File: config.mk
export PLATFORM = sky130hd
export DESIGN_NAME = cmd_frame_master
export DESIGN_NICKNAME = d
export VERILOG_FILES = /design/src/rtl/cmd_frame_master_pkg.sv /design/src/rtl/cmd_frame_master_rsp_timer.sv /design/src/rtl/cmd_frame_master.sv
export SDC_FILE = /design/constraint.sdc
export NUM_CORES = 1
export LEC_CHECK = 0
export ABC_AREA = 1
export BUFFER_PORTS_ARGS = -buffer_cell sky130_fd_sc_hd__buf_4
export CORE_MARGIN = 2
export CORE_UTILIZATION = 35
export DETAILED_ROUTE_END_ITERATION = 10
export GPL_ROUTABILITY_DRIVEN = 0
export GPL_TIMING_DRIVEN = 0
export PLACE_DENSITY_LB_ADDON = 0.08
export SETUP_SLACK_MARGIN = 0.15
export SLEW_MARGIN = 20
export SYNTH_ARGS = -nofsm -noshare
export SYNTH_HDL_FRONTEND = slang
export SYNTH_SLANG_ARGS = --single-unit
File: constraint.sdc
create_clock -name i_clk -period 2.15 [get_ports i_clk]
set_input_delay 0.215 -clock i_clk [delete_from_list [all_inputs] [get_ports i_clk]]
set_output_delay 0.215 -clock i_clk [all_outputs]
set_load 0.02 [all_outputs]
File: src/rtl/cmd_frame_master_pkg.sv
// cmd_frame_pkg: command-protocol opcodes, frame/reply lengths and frame byte builder.
// Shared with the system controller so both ends agree on opcodes.
package cmd_frame_pkg;

    typedef enum logic [1:0] {CMD_RF_WR, CMD_RF_RD, CMD_ALU_OP, CMD_ALU_NOOP} cmd_e;

    localparam logic [7:0] OPC_RF_WR    = 8'hAA;
    localparam logic [7:0] OPC_RF_RD    = 8'hBB;
    localparam logic [7:0] OPC_ALU_OP   = 8'hCC;
    localparam logic [7:0] OPC_ALU_NOOP = 8'hDD;

    function automatic logic [7:0] opcode(cmd_e c);
        return (c == CMD_RF_WR) ? OPC_RF_WR : (c == CMD_RF_RD) ? OPC_RF_RD :
               (c == CMD_ALU_OP) ? OPC_ALU_OP : OPC_ALU_NOOP;
    endfunction

    function automatic logic [2:0] frame_len(cmd_e c);
        return (c == CMD_RF_WR) ? 3'd3 : (c == CMD_ALU_OP) ? 3'd4 : 3'd2;
    endfunction

    function automatic logic [1:0] reply_len(cmd_e c);
        return (c == CMD_RF_WR) ? 2'd0 : (c == CMD_RF_RD) ? 2'd1 : 2'd2;
    endfunction

    function automatic logic [7:0] frame_byte(cmd_e c, logic [1:0] idx, logic [3:0] addr,
                                              logic [7:0] wr_data, logic [7:0] op_a,
                                              logic [7:0] op_b, logic [3:0] fun);
        logic [7:0] arg;
        case (c)
            CMD_RF_WR:  arg = (idx == 2'd1) ? {4'h0, addr} : wr_data;
            CMD_RF_RD:  arg = {4'h0, addr};
            CMD_ALU_OP: arg = (idx == 2'd1) ? op_a : (idx == 2'd2) ? op_b : {4'h0, fun};
            default:    arg = {4'h0, fun};
        endcase
        return (idx == 2'd0) ? opcode(c) : arg;
    endfunction

endpackage

File: src/rtl/cmd_frame_master_rsp_timer.sv
// rsp_timer: reply-gap timer; counts run cycles since the last load, saturating at the limit.
module rsp_timer #(
    parameter int TIMEOUT_W      = 16,
    parameter int TIMEOUT_CYCLES = 50000
) (
    input  logic i_clk,
    input  logic i_arst_n,
    input  logic i_load,
    input  logic i_run,
    output logic o_expired
);

    localparam logic [TIMEOUT_W-1:0] LP_LIMIT = TIMEOUT_W'(TIMEOUT_CYCLES);

    logic [TIMEOUT_W-1:0] r_cnt;

    assign o_expired = (r_cnt == LP_LIMIT);

    always_ff @(posedge i_clk or negedge i_arst_n) begin
        if (!i_arst_n)
            r_cnt <= '0;
        else if (i_load)
            r_cnt <= '0;
        else if (i_run && !o_expired)
            r_cnt <= r_cnt + TIMEOUT_W'(1);
    end

endmodule

File: src/rtl/cmd_frame_master.sv
// cmd_frame_master: serializes one command into an AA/BB/CC/DD byte frame toward UART TX
// and gathers the 0/1/2-byte reply from UART RX into a single response, with timeout.
module cmd_frame_master #(
    parameter int TIMEOUT_W      = 16,
    parameter int TIMEOUT_CYCLES = 50000
) (
    input  logic        i_clk,
    input  logic        i_arst_n,
    input  logic        i_cmd_valid,
    output logic        o_cmd_ready,
    input  logic [1:0]  i_cmd_type,
    input  logic [3:0]  i_addr,
    input  logic [7:0]  i_wr_data,
    input  logic [7:0]  i_op_a,
    input  logic [7:0]  i_op_b,
    input  logic [3:0]  i_alu_fun,
    output logic [7:0]  o_tx_p_data,
    output logic        o_tx_p_valid,
    input  logic        i_tx_ready,
    input  logic        i_rx_d_valid,
    input  logic [7:0]  i_rx_p_data,
    output logic        o_rsp_valid,
    output logic [15:0] o_rsp_data,
    output logic        o_rsp_timeout,
    output logic        o_rx_drop
);

    import cmd_frame_pkg::*;

    typedef enum logic [1:0] {S_IDLE, S_SEND, S_WAIT_RSP, S_DONE} state_e;

    state_e      r_state;
    cmd_e        r_cmd;
    logic [3:0]  r_addr;
    logic [3:0]  r_fun;
    logic [7:0]  r_wr_data;
    logic [7:0]  r_op_a;
    logic [7:0]  r_op_b;
    logic [1:0]  r_byte_idx;
    logic        r_rx_idx;
    logic [15:0] r_rsp_buf;
    logic        r_cmd_ready;
    logic        r_tx_valid;
    logic [7:0]  r_tx_data;
    logic        r_rsp_valid;
    logic [15:0] r_rsp_data;
    logic        r_rsp_timeout;
    logic        r_rx_drop;

    logic        w_tx_last;
    logic        w_rx_last;
    logic        w_timer_load;
    logic        w_expired;
    logic [7:0]  w_next_byte;
    logic [15:0] w_rsp_merged;

    assign w_tx_last    = ({1'b0, r_byte_idx} == frame_len(r_cmd) - 3'd1);
    assign w_rx_last    = ({1'b0, r_rx_idx} == reply_len(r_cmd) - 2'd1);
    assign w_next_byte  = frame_byte(r_cmd, r_byte_idx + 2'd1, r_addr, r_wr_data, r_op_a, r_op_b, r_fun);
    // Low reply byte arrives first; the buffer is cleared on accept so partial replies read as {00,lo}.
    assign w_rsp_merged = r_rx_idx ? {i_rx_p_data, r_rsp_buf[7:0]} : {8'h00, i_rx_p_data};
    assign w_timer_load = (r_state == S_SEND && i_tx_ready && w_tx_last) ||
                          (r_state == S_WAIT_RSP && i_rx_d_valid);

    rsp_timer #(
        .TIMEOUT_W      (TIMEOUT_W),
        .TIMEOUT_CYCLES (TIMEOUT_CYCLES)
    ) u_rsp_timer (
        .i_clk     (i_clk),
        .i_arst_n  (i_arst_n),
        .i_load    (w_timer_load),
        .i_run     (r_state == S_WAIT_RSP),
        .o_expired (w_expired)
    );

    always_ff @(posedge i_clk or negedge i_arst_n) begin
        if (!i_arst_n) begin
            r_state       <= S_IDLE;
            r_cmd         <= CMD_RF_WR;
            r_addr        <= '0;
            r_fun         <= '0;
            r_wr_data     <= '0;
            r_op_a        <= '0;
            r_op_b        <= '0;
            r_byte_idx    <= '0;
            r_rx_idx      <= 1'b0;
            r_rsp_buf     <= '0;
            r_cmd_ready   <= 1'b1;
            r_tx_valid    <= 1'b0;
            r_tx_data     <= '0;
            r_rsp_valid   <= 1'b0;
            r_rsp_data    <= '0;
            r_rsp_timeout <= 1'b0;
            r_rx_drop     <= 1'b0;
        end else begin
            r_rsp_valid <= 1'b0;
            r_rx_drop   <= i_rx_d_valid && (r_state != S_WAIT_RSP);
            case (r_state)
                S_IDLE: if (i_cmd_valid) begin
                    r_cmd       <= cmd_e'(i_cmd_type);
                    r_addr      <= i_addr;
                    r_fun       <= i_alu_fun;
                    r_wr_data   <= i_wr_data;
                    r_op_a      <= i_op_a;
                    r_op_b      <= i_op_b;
                    r_byte_idx  <= '0;
                    r_rx_idx    <= 1'b0;
                    r_rsp_buf   <= '0;
                    r_cmd_ready <= 1'b0;
                    r_tx_valid  <= 1'b1;
                    r_tx_data   <= opcode(cmd_e'(i_cmd_type));
                    r_state     <= S_SEND;
                end
                S_SEND: if (i_tx_ready) begin
                    if (w_tx_last) begin
                        r_tx_valid <= 1'b0;
                        if (reply_len(r_cmd) == 2'd0) begin
                            r_state       <= S_DONE;
                            r_rsp_valid   <= 1'b1;
                            r_rsp_data    <= r_rsp_buf;
                            r_rsp_timeout <= 1'b0;
                        end else begin
                            r_state <= S_WAIT_RSP;
                        end
                    end else begin
                        r_byte_idx <= r_byte_idx + 2'd1;
                        r_tx_data  <= w_next_byte;
                    end
                end
                // A byte landing on the expiry cycle wins over the timeout.
                S_WAIT_RSP: if (i_rx_d_valid) begin
                    r_rsp_buf <= w_rsp_merged;
                    r_rx_idx  <= 1'b1;
                    if (w_rx_last) begin
                        r_state       <= S_DONE;
                        r_rsp_valid   <= 1'b1;
                        r_rsp_data    <= w_rsp_merged;
                        r_rsp_timeout <= 1'b0;
                    end
                end else if (w_expired) begin
                    r_state       <= S_DONE;
                    r_rsp_valid   <= 1'b1;
                    r_rsp_data    <= r_rsp_buf;
                    r_rsp_timeout <= 1'b1;
                end
                default: begin
                    r_state     <= S_IDLE;
                    r_cmd_ready <= 1'b1;
                end
            endcase
        end
    end

    assign o_cmd_ready   = r_cmd_ready;
    assign o_tx_p_valid  = r_tx_valid;
    assign o_tx_p_data   = r_tx_data;
    assign o_rsp_valid   = r_rsp_valid;
    assign o_rsp_data    = r_rsp_data;
    assign o_rsp_timeout = r_rsp_timeout;
    assign o_rx_drop     = r_rx_drop;

endmodule

# == Word-level counts from Yosys, hierarchy flattened ==
# Cells that the tools add are included.
# word_totals
ff_bits,100
input_bits,47
out_inout_bits,29
wordCells,133
# op_classes
n_addsub,4
n_eq_ne,20
muxes,66
n_bitwise,1
reduce_logical,24
# op_table
cell,count
$mux W16,11
$pmux W16 S2,2
$mux W8,7
$mux W7,4
$pmux W8 S3,1
$mux W2,11
$mux W1,18
$add A16 B1 Y16 const B,1
$eq A16 B16 Y1 const B,1
$pmux W8 S2,1
$ne A2 B2 Y1 const B,6
$logic_not A2 Y1,5
$mux W5,2
$pmux W1 S2,5
$eq A2 B1 Y1 const B,4
$eq A2 B2 Y1 const B,4
$reduce_and A4 Y1,2
$reduce_bool A2 Y1,4
$mux W3,2
$ne A3 B3 Y1 const B,2
$pmux W2 S3,1
$reduce_and A6 Y1,1
$logic_and A1 B1 Y1,5
$reduce_and A5 Y1,1
13 further kinds,14

# == Longest topological paths before layout ==
# logic_depth
word_depth,9
ltp_mapped,12

# == Cells and area by module ==
# A second synthesis with hierarchy kept.
# hier_totals
cells_unflattened,678
area_unflattened_um2,5400.2
# by_module_without_submodules
mod,instances,cells_per_inst,area_each_um2,seq_area_each_um2
cmd_frame_master,1,500,4241.6,2103.3
rsp_timer,1,178,1158.6,400.4

# == Worst setup path after synthesis ==
# OpenSTA, ideal clock, no wires.
# synth_timing
path_type,reg-to-reg
startpoint,reg r_state[0]
endpoint,reg r_rsp_data[10] (netlist: o_rsp_data[10])
t_arrival_ns,1.617
slack_ns,0.410
stages_incl_launch_ff,10
n_path_buf,2
path_cell_list,dfrtp_1 > inv_1 > ha_1 > buf_2 > inv_1 > o21ai_0 > nand3_4 > buf_6 > o21ai_0 > nand2_1
# synth_via
elab_chain_cells,3
word_cells_on_any_way,10
cone_classes,7 x eq/ne; 1 x mux; 2 x reduce/logical
# synth_rtl
item,line_no,rtl
"start, declared",cmd_frame_master.sv:32,state_e r_state;
"start signal, assigned",cmd_frame_master.sv:78,r_state <= S_IDLE;
"start signal, assigned",cmd_frame_master.sv:112,r_state <= S_SEND;
"start signal, assigned",cmd_frame_master.sv:118,r_state <= S_DONE;
$eq A2 B2 Y1 *,-,
net u_rsp_timer.i_run,cmd_frame_master_rsp_timer.sv:9,"input logic i_run,"
$ne A3 B3 Y1 (no source line) / $reduce_bool A2 Y1 (equally long branches),-,
$reduce_and A6 Y1 (no source line),-,
"end signal, assigned",cmd_frame_master.sv:120,r_rsp_data <= r_rsp_buf;
"end signal, assigned",cmd_frame_master.sv:137,r_rsp_data <= w_rsp_merged;
"end signal, assigned",cmd_frame_master.sv:143,r_rsp_data <= r_rsp_buf;
"end, declared",cmd_frame_master.sv:46,logic [15:0] r_rsp_data;
# Mark *: on every way through the listed nets, which the timed path passes. The rest lies on a longest branch.
# A chain may end at the register's enable or synchronous reset.

# == Final worst setup path ==
# layout_timing
startpoint,reg u_rsp_timer.r_cnt[0]
endpoint,reg r_rsp_data[7] (netlist: o_rsp_data[7])
# layout_via
elab_chain_cells,3
# layout_rtl
item,line_no,rtl
"start, declared",cmd_frame_master_rsp_timer.sv:15,logic [TIMEOUT_W-1:0] r_cnt;
"start signal, assigned",cmd_frame_master_rsp_timer.sv:25,r_cnt <= r_cnt + TIMEOUT_W'(1);
$eq A16 B16 Y1,cmd_frame_master_rsp_timer.sv:17,assign o_expired = (r_cnt == LP_LIMIT);
$ne A3 B3 Y1 (no source line),-,
$reduce_and A6 Y1 (no source line),-,
# Every way passes these cells.

==> metrics.txt <==
outcome finished, violations left; failing checks hold timing; Mapped Area 5321 µm²; initial antenna violation count 0; ant diodes 0; Mapped Avg Cell Area 7.978 µm²; synth warn 0; largest net degree at the start of global routing 101; Residual DRC 0; Root Buffer Master clkbuf_16; data arrival time of the worst path 2120 ps; Fill cells 1,567; drt pass-1 iters 4; HP Class in2async; Post-CTS Hold Buffers 0; Setup Skew 9.585 ps; crit-path max FO 10; vias in the first global route 4,738; met3 routed WL 550 µm; CTS H-tree depth 3; Max-cap violations 0; Crit Path Category reg2reg; CTS tree done; VDD IR max 0.5877 mV; most common library cell in the layout ignoring fill and taps nand2_1; first-pass GRT wire length 23.85 mm; Critical Path Sink Type flop; sequential area share after synthesis 47.05%; PortBufs 75; # placed instances 930; TritonCTS Buffers 9; syn_nets 724; final setup vio count 0; Final min period 1881 ps; GRT overflow 0; later-pin clock latency in the skew report 350 ps; M1 WL 6.921 mm; max-slew violation count 0; sequential cell area 2504 µm²; RSZ-0062 raised after global routing no; Synth top area share 46.56%; Leak Pwr 3.156 nW; max_slew headroom 37.77%; vias per std cell 4.858; share of the clock period used by the worst path 87.50%; largest area contributor in the netlist dfrtp_1; final setup margin 268.7 ps; final hold viol count 50; DRT Wirelength 14.13 mm; I/O pin cnt 76; Fmax achieved 531.5 MHz; clock tree buffer depth 2; met2 routed WL 6.598 mm; Final HPWL DP 10.32 mm; clock sinks 100; Antenna Nets Post-Route 0; Slew @ Worst Pin 933.4 ps; area of the multi-input gates 2517 µm²; post-synth cell types 35; # rows 45; Area Growth Syn to Fin 23.37%; Yosys reg bits 100; core area 15,030 µm²; pre-CTS setup slack -60.82 ps; DR WL/cell 14.83 µm; Global Route Usage Sum 18.50%; uppermost layer routed met4; Synth Instances 667; element type at the critical path start flop; Final nets 817; commonest cells after routing, fill and taps aside nand2_1 (178), dfrtp_1 (99), buf_4 (83); data required time at the worst endpoint 2390 ps; Die Area 16,210 µm²; DR vias 4,630; layout cell share with drive strength beyond 1 21.57%; post-route insts no fill 953; Initial Util 35.40%; Clk pin slew, worst setup/hold paths 70 ps; largest cells by area after synthesis dfrtp_1 (47%), nand2_1 (13%), o21ai_0 (7.1%); worst hold margin -28.01 ps; number of DRC markers after the initial detailed-route iteration 349; Power, Total 0.009246 W; Die Y 127.3 µm; Power per Cell Area 1408 nW/µm²; Die X 127.3 µm
[routing by layer]
layer | track usage (%) | vias up
met5 | 0 | -
met4 | 3.620 | 0
met3 | 4.481 | 4
met2 | 29.38 | 65
met1 | 25.94 | 2209
li1 | - | 2352
[cell type report]
type / instances / share of cell area [%]
timing repair buffer: 82 / 9.434
tap: 188 / 3.583
buffer: 23 / 2.192
clock inverter: 6 / 1.067
sequential: 100 / 38.14
clock buffer: 10 / 3.640
multi-input combinational: 483 / 38.35
inverter: 61 / 3.602
[cell families (layout without fill, tap and decap cells)]
group                      count (synthesis)  count (layout)  share of synthesized area [%]
muxes                                     24              24                          5.079
adders and majority gates                 10              10                          2.351
DFF                                      100             100                          47.05
buffers and inverters                     84             182                          6.607
xor gates and xnor gates                  10              10                          1.646
AOI/OAI and AO/OA                        116             116                          11.38
and+or+nand+nor                          323             323                          25.89
[registers in the layout, summed over array words and instances (netlist names), 2 cells and up]
register           count
o_rsp_data            16
o_tx_p_data            8
r_addr                 4
r_byte_idx             2
r_cmd                  2
r_fun                  4
r_op_a                 8
r_op_b                 8
r_rsp_buf             16
r_state                2
r_wr_data              8
u_rsp_timer.r_cnt     16
[cell usage after synthesis]
| master | n |
|---|---|
| buf_8 | 1 |
| nand3b_1 | 1 |
| o21ai_1 | 1 |
| buf_6 | 2 |
| o22ai_1 | 8 |
| buf_4 | 1 |
| a21oi_1 | 26 |
| inv_1 | 56 |
| nor2_4 | 2 |
| nand3_1 | 49 |
| xnor2_1 | 2 |
| nor2_8 | 1 |
| nand4_1 | 7 |
| nand2_1 | 180 |
| dfrtp_1 | 99 |
| mux2_2 | 24 |
| a22oi_1 | 1 |
| buf_2 | 5 |
| clkinv_1 | 1 |
| ha_1 | 10 |
| xor2_1 | 8 |
| nor2_2 | 1 |
| dfstp_2 | 1 |
| inv_2 | 4 |
| nor3_1 | 4 |
| o31ai_1 | 1 |
| a21boi_0 | 1 |
| o21ai_2 | 1 |
| o21ai_0 | 76 |
| nand3_4 | 2 |
| nor2_1 | 71 |
| nor3_2 | 1 |
| nand2_2 | 4 |
| clkbuf_1 | 14 |
| a31o_2 | 1 |
[critical path, stage by stage (launching register included)]
cell and delay (ps):
dfrtp_1 450, inv_1 130, ha_1 190, nand3_1 90, nor2_1 110, nand2_1 90
nand3_1 130, nand2_4 130, buf_2 200, o21ai_0 180, nand2_1 70
[stage by stage]
| step | TNS [ps] | utilization [%] | instance area, µm² | hold slack, ps |
|---|---|---|---|---|
| global placement | -18.47 | 40.71 | 6120 | 448.7 |
| CTS | 0 | 42.89 | 6447 | 25.50 |
| finish | 0 | 43.67 | 6565 | -28.01 |
| global route | 0 | 43.67 | 6565 | 57.83 |
| detailed placement | -471.0 | 40.73 | 6123 | 409.4 |
| floorplan | 0 | - | 5321 | -80.59 |
[path summary, 6_finish.rpt]
path | slack (ps) | cells after the start | startpoint | end
worst min-delay path | -30 | 1 | i_arst_n | u_rsp_timer.r_cnt[10]
worst max register to register | 270 | 10 | u_rsp_timer.r_cnt[0] | o_rsp_data[7]
min in group i_clk | 90 | 2 | i_addr[3] | r_addr[3]
max in group asynchronous | 1540 | 1 | i_arst_n | r_rsp_buf[1]
worst max-delay path | 270 | 10 | u_rsp_timer.r_cnt[0] | o_rsp_data[7]
worst min register to register | 500 | 2 | o_rsp_data[13] | o_rsp_data[13]
[where the power goes]
| part | internal [W] | total (W) | switching [W] |
|---|---|---|---|
| clock | 0.000943 | 0.00170 | 0.000758 |
| combinational | 0.00168 | 0.00443 | 0.00275 |
| sequential | 0.00264 | 0.00312 | 0.000474 |
| total | 0.00527 | 0.00925 | 0.00398 |
[repair_timing]
| action | CTS | global route |
|---|---|---|
| resized for setup | 9 | 28 |
| pin swaps | 0 | 4 |
| cloned | 0 | 0 |
| buffers inserted | 0 | 7 |
| endpoints found under the setup margin | 64 | 52 |
No activity file was read; power rests on OpenSTA's default activity.
